File: config.mk
export PLATFORM = sky130hd
export DESIGN_NAME = shift_sequencer
export DESIGN_NICKNAME = d
export VERILOG_FILES = /design/src/rtl/shift_seq_pkg.sv /design/src/rtl/shift_datapath.sv /design/src/rtl/shift_sequencer.sv
export SDC_FILE = /design/constraint.sdc
export NUM_CORES = 1
export LEC_CHECK = 0
export CAP_MARGIN = 40
export CORE_UTILIZATION = 46
export DETAILED_ROUTE_END_ITERATION = 10
export PLACE_DENSITY = 0.89
export SYNTH_ARGS = -nofsm -noshare
export SYNTH_HDL_FRONTEND = slang
export SYNTH_SLANG_ARGS = --single-unit
File: constraint.sdc
create_clock -name clk -period 3.76 [get_ports clk]
set_input_delay 1.128 -clock clk [delete_from_list [all_inputs] [get_ports clk]]
set_output_delay 1.128 -clock clk [all_outputs]
set_load 0.02 [all_outputs]
File: src/rtl/shift_seq_pkg.sv
// Shared types for the shift sequencer: FSM states, default sizes and fill-select encoding.
package shift_seq_pkg;

  localparam int DEF_WIDTH = 8;
  localparam int DEF_CNT_W = 4;

  typedef enum logic [1:0] {
    IDLE  = 2'd0,
    SHIFT = 2'd1,
    DONE  = 2'd2
  } state_t;

  typedef enum logic [1:0] {
    FILL_ZERO = 2'd0,
    FILL_SIGN = 2'd1,
    FILL_ROT  = 2'd2
  } fill_t;

  // Rotation wins over arithmetic fill when both are requested.
  function automatic fill_t fill_select(input logic rotate, input logic arith);
    if (rotate)     return FILL_ROT;
    else if (arith) return FILL_SIGN;
    else            return FILL_ZERO;
  endfunction

endpackage

File: src/rtl/shift_datapath.sv
// WIDTH-bit register with synchronous reset, parallel load and a one-bit right shift
// whose incoming MSB is chosen by the fill-select code.
module shift_datapath
  import shift_seq_pkg::*;
#(
  parameter int WIDTH = DEF_WIDTH
) (
  input  logic             clk,
  input  logic             reset,
  input  logic             i_load,
  input  logic [WIDTH-1:0] i_load_data,
  input  logic             i_shift_en,
  input  logic [1:0]       i_fill_sel,
  output logic [WIDTH-1:0] o_q
);

  logic [WIDTH-1:0] r_q;
  logic             w_fill;

  always_comb begin
    w_fill = 1'b0;
    case (i_fill_sel)
      FILL_SIGN: w_fill = r_q[WIDTH-1];
      FILL_ROT:  w_fill = r_q[0];
      default:   w_fill = 1'b0;
    endcase
  end

  always_ff @(posedge clk) begin
    if (reset) begin
      r_q <= '0;
    end else if (i_load) begin
      r_q <= i_load_data;
    end else if (i_shift_en) begin
      r_q <= {w_fill, r_q[WIDTH-1:1]};
    end
  end

  assign o_q = r_q;

endmodule

File: src/rtl/shift_sequencer.sv
// Command-driven controller for the load/shift datapath: one command per handshake, exactly
// cmd_count shift cycles, then a one-cycle done pulse. Optional rotate: SHIFT_SEQUENCER_ROTATE_EN.
module shift_sequencer
  import shift_seq_pkg::*;
#(
  parameter int WIDTH = DEF_WIDTH,
  parameter int CNT_W = DEF_CNT_W
) (
  input  logic             clk,
  input  logic             reset,
  input  logic             cmd_valid,
  output logic             cmd_ready,
  input  logic [WIDTH-1:0] cmd_data,
  input  logic [CNT_W-1:0] cmd_count,
  input  logic             cmd_arith,
`ifdef SHIFT_SEQUENCER_ROTATE_EN
  input  logic             cmd_rotate,
`endif
  output logic             busy,
  output logic             done,
  output logic [WIDTH-1:0] q,
  output logic [1:0]       dbg_state
);

  localparam logic [CNT_W-1:0] CNT_ONE = CNT_W'(1);

  state_t           r_state;
  state_t           w_next;
  logic [CNT_W-1:0] r_remaining;
  logic             r_arith;
  logic             r_rotate;
  logic             w_accept;
  logic             w_shift_en;
  fill_t            w_fill_sel;

  // Handshake: a command transfers on a rising edge where cmd_valid && cmd_ready; cmd_ready
  // is high only in IDLE, and command fields are sampled only on that edge.
  assign w_accept = cmd_valid && (r_state == IDLE);

  always_ff @(posedge clk) begin
    if (reset) begin
      r_state <= IDLE;
    end else begin
      r_state <= w_next;
    end
  end

  always_comb begin
    w_next     = r_state;
    cmd_ready  = 1'b0;
    busy       = 1'b0;
    done       = 1'b0;
    w_shift_en = 1'b0;
    case (r_state)
      IDLE: begin
        cmd_ready = 1'b1;
        if (cmd_valid) w_next = (cmd_count != '0) ? SHIFT : DONE;
      end
      SHIFT: begin
        busy       = 1'b1;
        w_shift_en = 1'b1;
        if (r_remaining == CNT_ONE) w_next = DONE;
      end
      DONE: begin
        done   = 1'b1;
        w_next = IDLE;
      end
      default: w_next = IDLE;
    endcase
  end

  always_ff @(posedge clk) begin
    if (reset) begin
      r_remaining <= '0;
      r_arith     <= 1'b0;
    end else if (w_accept) begin
      r_remaining <= cmd_count;
      r_arith     <= cmd_arith;
    end else if (w_shift_en) begin
      r_remaining <= r_remaining - CNT_ONE;
    end
  end

`ifdef SHIFT_SEQUENCER_ROTATE_EN
  always_ff @(posedge clk) begin
    if (reset) begin
      r_rotate <= 1'b0;
    end else if (w_accept) begin
      r_rotate <= cmd_rotate;
    end
  end
`else
  assign r_rotate = 1'b0;
`endif

  assign w_fill_sel = fill_select(r_rotate, r_arith);

  shift_datapath #(
    .WIDTH(WIDTH)
  ) u_datapath (
    .clk         (clk),
    .reset       (reset),
    .i_load      (w_accept),
    .i_load_data (cmd_data),
    .i_shift_en  (w_shift_en),
    .i_fill_sel  (w_fill_sel),
    .o_q         (q)
  );

  assign dbg_state = r_state;

endmodule

==> results of run 1 <==
==> area by class of cell <==
| cell class | instances | area (um^2) | share of cell area (%) |
|---|---|---|---|
| clock buffers | 4 | 26.28 | 2.414 |
| inverters | 4 | 15.01 | 1.379 |
| multi-input cells | 67 | 446.7 | 41.03 |
| flip-flops and latches | 15 | 300.3 | 27.59 |
| well taps | 16 | 20.02 | 1.839 |
| repair buffers | 28 | 280.3 | 25.75 |
==> where the power goes <==
part	internal, uW	switching [uW]
Combinational	80.2	80.7
Clock	41.3	55.5
Sequential	180	25.2
Total	301	161
==> sequential cells by signal, summed over array words and instances (netlist names) <==
| name | count |
|---|---|
| dbg_state | 2 |
| r_arith | 1 |
| r_remaining | 4 |
| u_datapath.o_q | 8 |
==> layout by cell type, fill, tap and decap left out <==
master,count
a31oi_1,1
or3b_1,1
dfxtp_1,15
a221o_1,1
nor2_1,13
nand2b_1,2
o211ai_1,1
o21ba_1,1
a2111oi_1,5
clkdlybuf4s50_1,28
a2111oi_2,2
o22ai_1,9
o21ai_0,1
a21oi_1,6
clkbuf_1,1
a32oi_1,1
or3_1,2
clkbuf_4,3
inv_1,4
nor3b_2,1
nand2_1,3
nor4_1,3
ha_1,2
o21ba_2,1
nor3b_1,1
nand3b_1,1
a211oi_1,1
nor2b_1,8
==> critical path, stage by stage (launching register included) <==
cell and delay, ns:
dfxtp_1 0.65, nand2b_1 0.45, inv_1 0.14, clkdlybuf4s50_1 0.56
==> layer usage <==
| layer | up-vias | track usage, % | share of wire, % | routed length (um) |
|---|---|---|---|---|
| met5 | - | 0 | 0 | 0 |
| met2 | 42 | 39.10 | 49 | 1011 |
| met1 | 391 | 30.99 | 42 | 870 |
| met3 | 5 | 2.500 | 7.5 | 156 |
| li1 | 397 | - | - | - |
| met4 | 0 | 10.00 | 1.4 | 29 |
==> logic make-up after synthesis <==
| group | after synthesis |
|---|---|
| AND/OR/NAND/NOR | 35 |
| adder cells (fa/ha/maj) | 2 |
| AO/OA/AOI/OAI | 30 |
| flip-flops | 15 |
| buffers and inverters | 10 |
==> through the flow <==
step | total power (uW) | std cells | worst slack, ns | hold slack, ns
3_5_place_dp | 365.4 | 130 | 0.8995 | 0.4546
4_1_cts | 460.6 | 134 | 0.5487 | 0.4685
5_1_grt | 483.4 | 134 | 0.4190 | 0.4942
3_3_place_gp | 360.0 | 130 | 0.9561 | 0.4488
6_report | 462.7 | 134 | 0.5414 | 0.4704
2_1_floorplan | 299.9 | 92 | 1.544 | 0.4367
==> worst paths after layout <==
path	startpoint	to	slack, ns	depth (start not counted)
worst max-delay path	dbg_state[1]	busy	0.54	3
worst min-delay path	r_arith	r_arith	0.47	2
worst max register to register	dbg_state[1]	r_remaining[1]	2.01	4
worst min register to register	r_arith	r_arith	0.47	2
==> run metrics, run 1 <==
MaxCap Viol Count=0; gr usage total=a little under a quarter; DP Wirelength=1435 um; Clk Latency, worst-skew pair=~0.29 ns; Post-DP Area=1062 um^2; post-synthesis mux area share=0%; most frequent cell after synthesis=dfxtp_1; post-DR wirelength/cell=15.43 um; diode count=0; vias in the first global route=about 740; worst-path fanout max=19; Worst EP required=2.63 ns; CP startpoint kind=register; Post-synth EDFFs=0; post_cts resized=0; DR vias=835; library cells used by synthesis=27; largest net degree at the start of global routing=20; Cell Rows=14; Final ANT Viol Nets=0; # clock sinks=15; Synth Area in Compound Gates=28.95%; Worst Tran Pin Value=0.5683 ns; post-route cell area=1089 um^2; most frequent cells after synthesis=dfxtp_1 (15), nor2_1 (13), o22ai_1 (9); worst hold path type=register to register; setup_tns=0 ns; final hold viol count=0; largest family of logic cells by synthesized area=compound AO/OA/AOI/OAI gates; Crit Path Category=register to primary output; grt total ovfl=0; gpl congestion=just under 0.8; via/cell ratio=6.231; die area=1909 um^2; number of synthesized register bits=15; top cells by area, synth=dfxtp_1 (38%), o22ai_1 (7.0%), a2111oi_1 (6.3%); worst vdd ir=0.2457 mV; ys async rst share=0%; synthesized area=799.5 um^2; CTS Hold Bufs=0; Starting Density=between 50% and 60%; syn_area_per_cell=between 8 and 9 um^2; RSZ-0062 raised after global routing=no; first-pass GRT wire length=3339 um; cts bufs inserted=3; CP arrival=approximately 2.1 ns; height of the chip=43.69 um; Core Box Area=1559 um^2; # setup viols final=0; PortBufs=28; Ys Warns=0; final core utilization=a little over two thirds; # fillers=115; main flop type after synthesis=dfxtp_1; DR DRC count=3; Synth Area in Adders=3.130%; Tcrit/Tclk final=85.60%; buffer count from post-CTS setup fixing=0; DRT Wirelength=about 2100 um; fin nets=137; post-synthesis xor/xnor area fraction=0%; Longest Clk Path Bufs=2; clock-pin slew on the worst setup and hold paths=roughly 0.090 ns; # IOs=29; initial antenna violation count=0; failing checks=design-rule violations; root buffer cell=clkbuf_4; slew margin rel.=62.00%; Mapped Cells=between 90 and 100; htree depth=1; Initial DRC Count=37; net count after synthesis=110; DR pass1 iterations=7; share of the synthesized area in the top cell type=37.56%; simple logic cell fraction of the synthesized area=23.79%; max-slew violations=0; Yosys top cell by area=dfxtp_1; Final Skew=0.0006173 ns; Max Clk Rate=310.7 MHz; Die Span X=43.69 um; register area share after synthesis=37.56%; Power Density=425.1 nW/um^2; CTS tree=yes; fin crit period=3.219 ns; layout cells sized above 1=5.932%; status=complete, but fails checks; P&R area growth vs syn=36.15%; CP endpoint kind=primary output; Leak=0.0004087 uW
(Power assumes the default switching activity.)
==> run 2: changes to the inputs <==
--- a/config.mk
+++ b/config.mk
@@ -6,9 +6,10 @@
 export NUM_CORES = 1
 export LEC_CHECK = 0
 export CAP_MARGIN = 40
-export CORE_UTILIZATION = 46
+export CORE_UTILIZATION = 55
 export DETAILED_ROUTE_END_ITERATION = 10
-export PLACE_DENSITY = 0.89
+export DONT_BUFFER_PORTS = 1
+export PLACE_DENSITY = 0.77
 export SYNTH_ARGS = -nofsm -noshare
 export SYNTH_HDL_FRONTEND = slang
 export SYNTH_SLANG_ARGS = --single-unit
==> run 2 against run 1 <==
The flow now finishes without violations. Sequential cell count unchanged. Register-to-register slack got worse by 0.34 ns. Clock-buffer cell count decreased by 1. Clock power decreased by 3.3%. Setup slack improved by 0.29 ns. Die area decreased by 16%. Utilization decreased by 9.2 points.
==> run metrics, run 2 (same netlist as run 1, synthesis figures left out) <==
CP endpoint kind=primary output; Longest Clk Path Bufs=2 (unchanged); initial antenna violation count=0 (unchanged); worst slack, placed=1.187 ns (+0.2874 ns); hold path cells=2 (unchanged); root buffer cell=clkbuf_4; post_cts resized=0 (unchanged); buffer count from post-CTS setup fixing=0 (unchanged); setup_tns=0 ns (unchanged); DP Wirelength=1151 um (-20%); Crit Path Category=register to primary output; Worst R2R Path Depth=4 (unchanged); # clock sinks=15 (unchanged); Final Skew=0.009042 ns (+0.008425 ns); clock-pin slew on the worst setup and hold paths=0.10 ns (about the same); worst hold path type=register to register; worst-path fanout max=19 (unchanged); DR top layer=met4; M1 WL=821 um (-5.6%); Starting Density=59.94% (+8.7 points); commonest non-fill, non-tap cell in the layout=dfxtp_1; die area=1610 um^2 (-16%); slew margin rel.=54.24% (-7.8 points); met2 WL=732 um (-28%); # IOs=29 (unchanged); CTS tree=yes; largest net degree at the start of global routing=20 (unchanged); Leak=0.0003055 uW (-25%); height of the chip=40.13 um (-8.2%); fin nets=109 (-20%); status=completed; Core Box Area=1334 um^2 (-14%); Final ANT Viol Nets=0 (unchanged); grt total ovfl=0 (unchanged); DR pass1 iterations=4 (-3); multi-input logic area=446.7 um^2 (unchanged); register area=300.3 um^2 (unchanged); Max Clk Rate=341.2 MHz (+9.8%); Initial DRC Count=25 (-32%); final hold viol count=0 (unchanged); cts bufs inserted=3 (unchanged); slack of the critical path=0.8288 ns (+0.2874 ns); first-pass GRT wire length=2553 um (-24%); worst vdd ir=0.3792 mV (+54%); DR DRC count=0 (-3); post-DR wirelength/cell=16.28 um (+5.5%); Worst EP required=2.63 ns (about the same); DRT Wirelength=1709 um (-17%); Power Density=495.8 nW/um^2 (+17%); CTS Hold Bufs=0 (unchanged); max reg flops=8 (unchanged); gr usage total=24.48% (+0.91 points); Cell Rows=13 (-1); # fillers=127 (+10%); Tcrit/Tclk final=77.96% (-7.6 points); diode count=0 (unchanged); Clk Latency, worst-skew pair=0.29 ns (about the same); gpl congestion=0.8059 (+3.1%); CP startpoint kind=register; RSZ-0062 raised after global routing=no; Worst Tran Pin Value=0.6854 ns (+0.1172 ns); Die Span X=40.13 um (-8.2%); CP arrival=1.80 ns (-0.29 ns); fin crit period=2.931 ns (-0.2874 ns); # setup viols final=0 (unchanged); PortBufs=0 (-100%); most frequent cells in the layout=dfxtp_1 (15), nor2_1 (13), o22ai_1 (9), nor2b_1 (8), a21oi_1 (6); Reg2Reg Setup Slack=1.67 ns (-0.34 ns); MaxCap Viol Count=0 (unchanged); vias in the first global route=582 (-22%); htree depth=1 (unchanged); max-slew violations=0 (unchanged); layout cells sized above 1=8.889% (+3.0 points); DR vias=682 (-18%); via/cell ratio=6.495 (+4.2%); met3 routed WL=131 um (-16%); P&R area growth vs syn=1.095%
## run 2: cell type report
type,instances,share of cell area [%]
clock buffers,3,2.786
inverters,4,1.858
clock inverters,1,0.6192
flip-flops and latches,15,37.15
well taps,15,2.322
multi-input cells,67,55.26
## run 2: routing by layer
metal  track usage [%]  vias to the layer above
met5                 0                        -
met4             10.34                        0
met3             7.778                        4
met2             34.68                       29
met1             33.79                      308
li1                  -                      341
## run 2: final timing paths
path / from / to
max: dbg_state[1] / busy
min: r_arith / r_arith
max reg2reg: dbg_state[1] / r_remaining[1]
min reg2reg: r_arith / r_arith
## run 2: power by group
| part | switching [uW] | internal (uW) | total [uW] |
|---|---|---|---|
| clock | 54.0 | 39.5 | 93.6 |
| sequential | 42.7 | 180 | 222 |
| combinational | 46.4 | 38.3 | 84.7 |
## run 2: worst max-delay path, cell delays in order, from the launching register on
cell and delay, ns:
dfxtp_1 0.78, nand2b_1 0.48, inv_1 0.25
## run 2: metrics by stage
stage                     hold slack (ns)  utilization (%)  total power [uW]  instances  instance area [um^2]
after detailed placement           0.4446            58.54             309.6        101                 780.7
after floorplan                    0.4367                -             299.9         92                 799.5
after global routing               0.5000            60.60             424.9        105                 808.3
final                              0.4555            60.60             400.8        105                 808.3
after global placement             0.4407            58.54             307.2        101                 780.7
after CTS                          0.4582            60.60             403.1        105                 808.3
==> run 3: changes to the inputs <==
==> constraint.sdc (replaced) <==
create_clock -name clk -period 2.88 [get_ports clk]
set_input_delay 0.864 -clock clk [delete_from_list [all_inputs] [get_ports clk]]
set_output_delay 0.864 -clock clk [all_outputs]
set_load 0.02 [all_outputs]
==> run 3 against run 2 <==
Global-route usage shrank 1.6 points. Sequential cell count stayed put. Non-clock buffer count grew 2.
==> run metrics, run 3 (same netlist as run 1, synthesis figures left out) <==
largest net degree at the start of global routing=16 (-20%); worst hold path type=register to register; die area=1610 um^2 (unchanged); Initial DRC Count=13 (-48%); worst-path fanout max=11 (-8); height of the chip=40.13 um (unchanged); final hold viol count=0 (unchanged); Die Span X=40.13 um (unchanged); Longest Clk Path Bufs=2 (unchanged); Core Box Area=1334 um^2 (unchanged); Starting Density=59.94% (unchanged); gr usage total=22.85% (-1.6 points); htree depth=1 (unchanged); fin nets=111 (+1.8%); Post-DP Area=795.8 um^2 (+1.9%); CP startpoint kind=register; Max Clk Rate=452.7 MHz; Clk Latency, worst-skew pair=0.27 ns (-0.02 ns); status=completed; post-route cell area=822.0 um^2 (+1.7%); met3 GRT Util=5.556% (-2.2 points); Leak=0.0003125 uW (+2.3%); CTS tree=yes; # IOs=29 (unchanged); most frequent cells in the layout=dfxtp_1 (15), nor2_1 (13), o22ai_1 (9), nor2b_1 (8), a21oi_1 (6); diode count=0 (unchanged); layout cells sized above 1=9.783% (+0.89 points); PortBufs=0 (unchanged); Tcrit/Tclk final=76.70%; RSZ-0062 raised after global routing=no; worst vdd ir=0.3411 mV (-10%); slowest stage cell, crit path=dfxtp_1; Power Density=637.7 nW/um^2 (+29%); initial antenna violation count=0 (unchanged); DR DRC count=0 (unchanged); CP cell instances=nand2b_1 -> inv_1; buffer count from post-CTS setup fixing=0 (unchanged); commonest non-fill, non-tap cell in the layout=dfxtp_1; grt total ovfl=0 (unchanged); DRT Wirelength=1728 um (+1.1%); clock-pin slew on the worst setup and hold paths=0.09 ns (about the same); gpl congestion=0.7534 (-6.5%); final core utilization=61.63% (+1.0 points); Bufs and invs on worst path=1 (unchanged); post_cts resized=0 (unchanged); CP delay by family, top=flip-flops; max-slew violations=0 (unchanged); Worst Tran Pin Value=0.5768 ns (-0.1086 ns); gr busiest metal=met2; Crit Path Category=register to primary output; Final Skew=0.0004660 ns (-0.008576 ns); slew margin rel.=61.49% (+7.2 points); max reg flops=8 (unchanged); MaxCap Viol Count=0 (unchanged); DR vias=683 (+0.15%); CP endpoint kind=primary output; DR pass1 iterations=4 (unchanged); P&R area growth vs syn=2.817%; cts bufs inserted=3 (unchanged); vias in the first global route=562 (-3.4%); CP peak stage delay=0.70 ns (-0.08 ns); Final ANT Viol Nets=0 (unchanged); met2 Use GR=37.90% (+3.2 points); Worst EP required=2.02 ns (-0.61 ns); post-DR wirelength/cell=16.15 um (-0.78%); # clock sinks=15 (unchanged); CTS Hold Bufs=0 (unchanged); # setup viols final=0 (unchanged); first-pass GRT wire length=2415 um (-5.4%); met1 Track Usage GR=27.55% (-6.2 points); via/cell ratio=6.383 (-1.7%); root buffer cell=clkbuf_4; CP arrival=1.34 ns (-0.46 ns); setup_tns=0 ns (unchanged); DP Wirelength=1238 um (+7.5%); Cell Rows=13 (unchanged); slack of the critical path=0.6711 ns (-0.1577 ns); worst slack, placed=0.9989 ns (-0.1879 ns); fin crit period=2.209 ns
-- run 3: cell count changes in the layout (fill, tap and decap cells not counted), sizes merged --
cell / delta
clkbuf: +1
clkinv: -1
buf: +2
-- run 3: final timing paths --
check | start | end | slack [ns] | depth (start not counted)
min | r_arith | r_arith | 0.47 | 2
max reg2reg | dbg_state[0] | r_remaining[3] | 1.24 | 4
min reg2reg | r_arith | r_arith | 0.47 | 2
max | dbg_state[0] | busy | 0.67 | 2
-- run 3: power by group --
| group | total, uW | leakage, uW | switching [uW] | internal (uW) |
|---|---|---|---|---|
| clock network | 118 | 0.0000150 | 64.7 | 53.6 |
| registers | 286 | 0.000124 | 50.9 | 235 |
| logic | 120 | 0.000173 | 66.6 | 53.7 |
| total | 524 | 0.000312 | 182 | 342 |
-- run 3: layer usage --
metal / up-vias / share of wire [%]
met4: 0 / 0.81
met1: 319 / 45
met2: 21 / 48
met3: 2 / 6.0
met5: - / 0
li1: 341 / -
-- run 3: tightest hold or removal path, delay by kind of cell, from the launching register on --
kind	cells	cell delay [ns]
AO/OA/AOI/OAI	1	0.06
flip-flops	1	0.32
AND/OR/NAND/NOR	1	0.06
-- run 3: final cells by class --
| class | instances | area (um^2) |
|---|---|---|
| Timing Repair Buffer | 2 | 15.01 |
| Inverter | 4 | 15.01 |
| Clock buffer | 4 | 26.28 |
| Tap cell | 15 | 18.77 |
| Sequential cell | 15 | 300.3 |
| Fill cell | 126 | 511.7 |
| Multi-Input combinational cell | 67 | 446.7 |
-- run 3: through the flow --
step | hold slack [ns] | total power [uW] | cells
2_1_floorplan | 0.4367 | 391.6 | 92
3_3_place_gp | 0.4390 | 405.3 | 103
3_5_place_dp | 0.4603 | 410.4 | 103
4_1_cts | 0.4740 | 528.4 | 107
5_1_grt | 0.4901 | 548.9 | 107
6_report | 0.4657 | 524.3 | 107
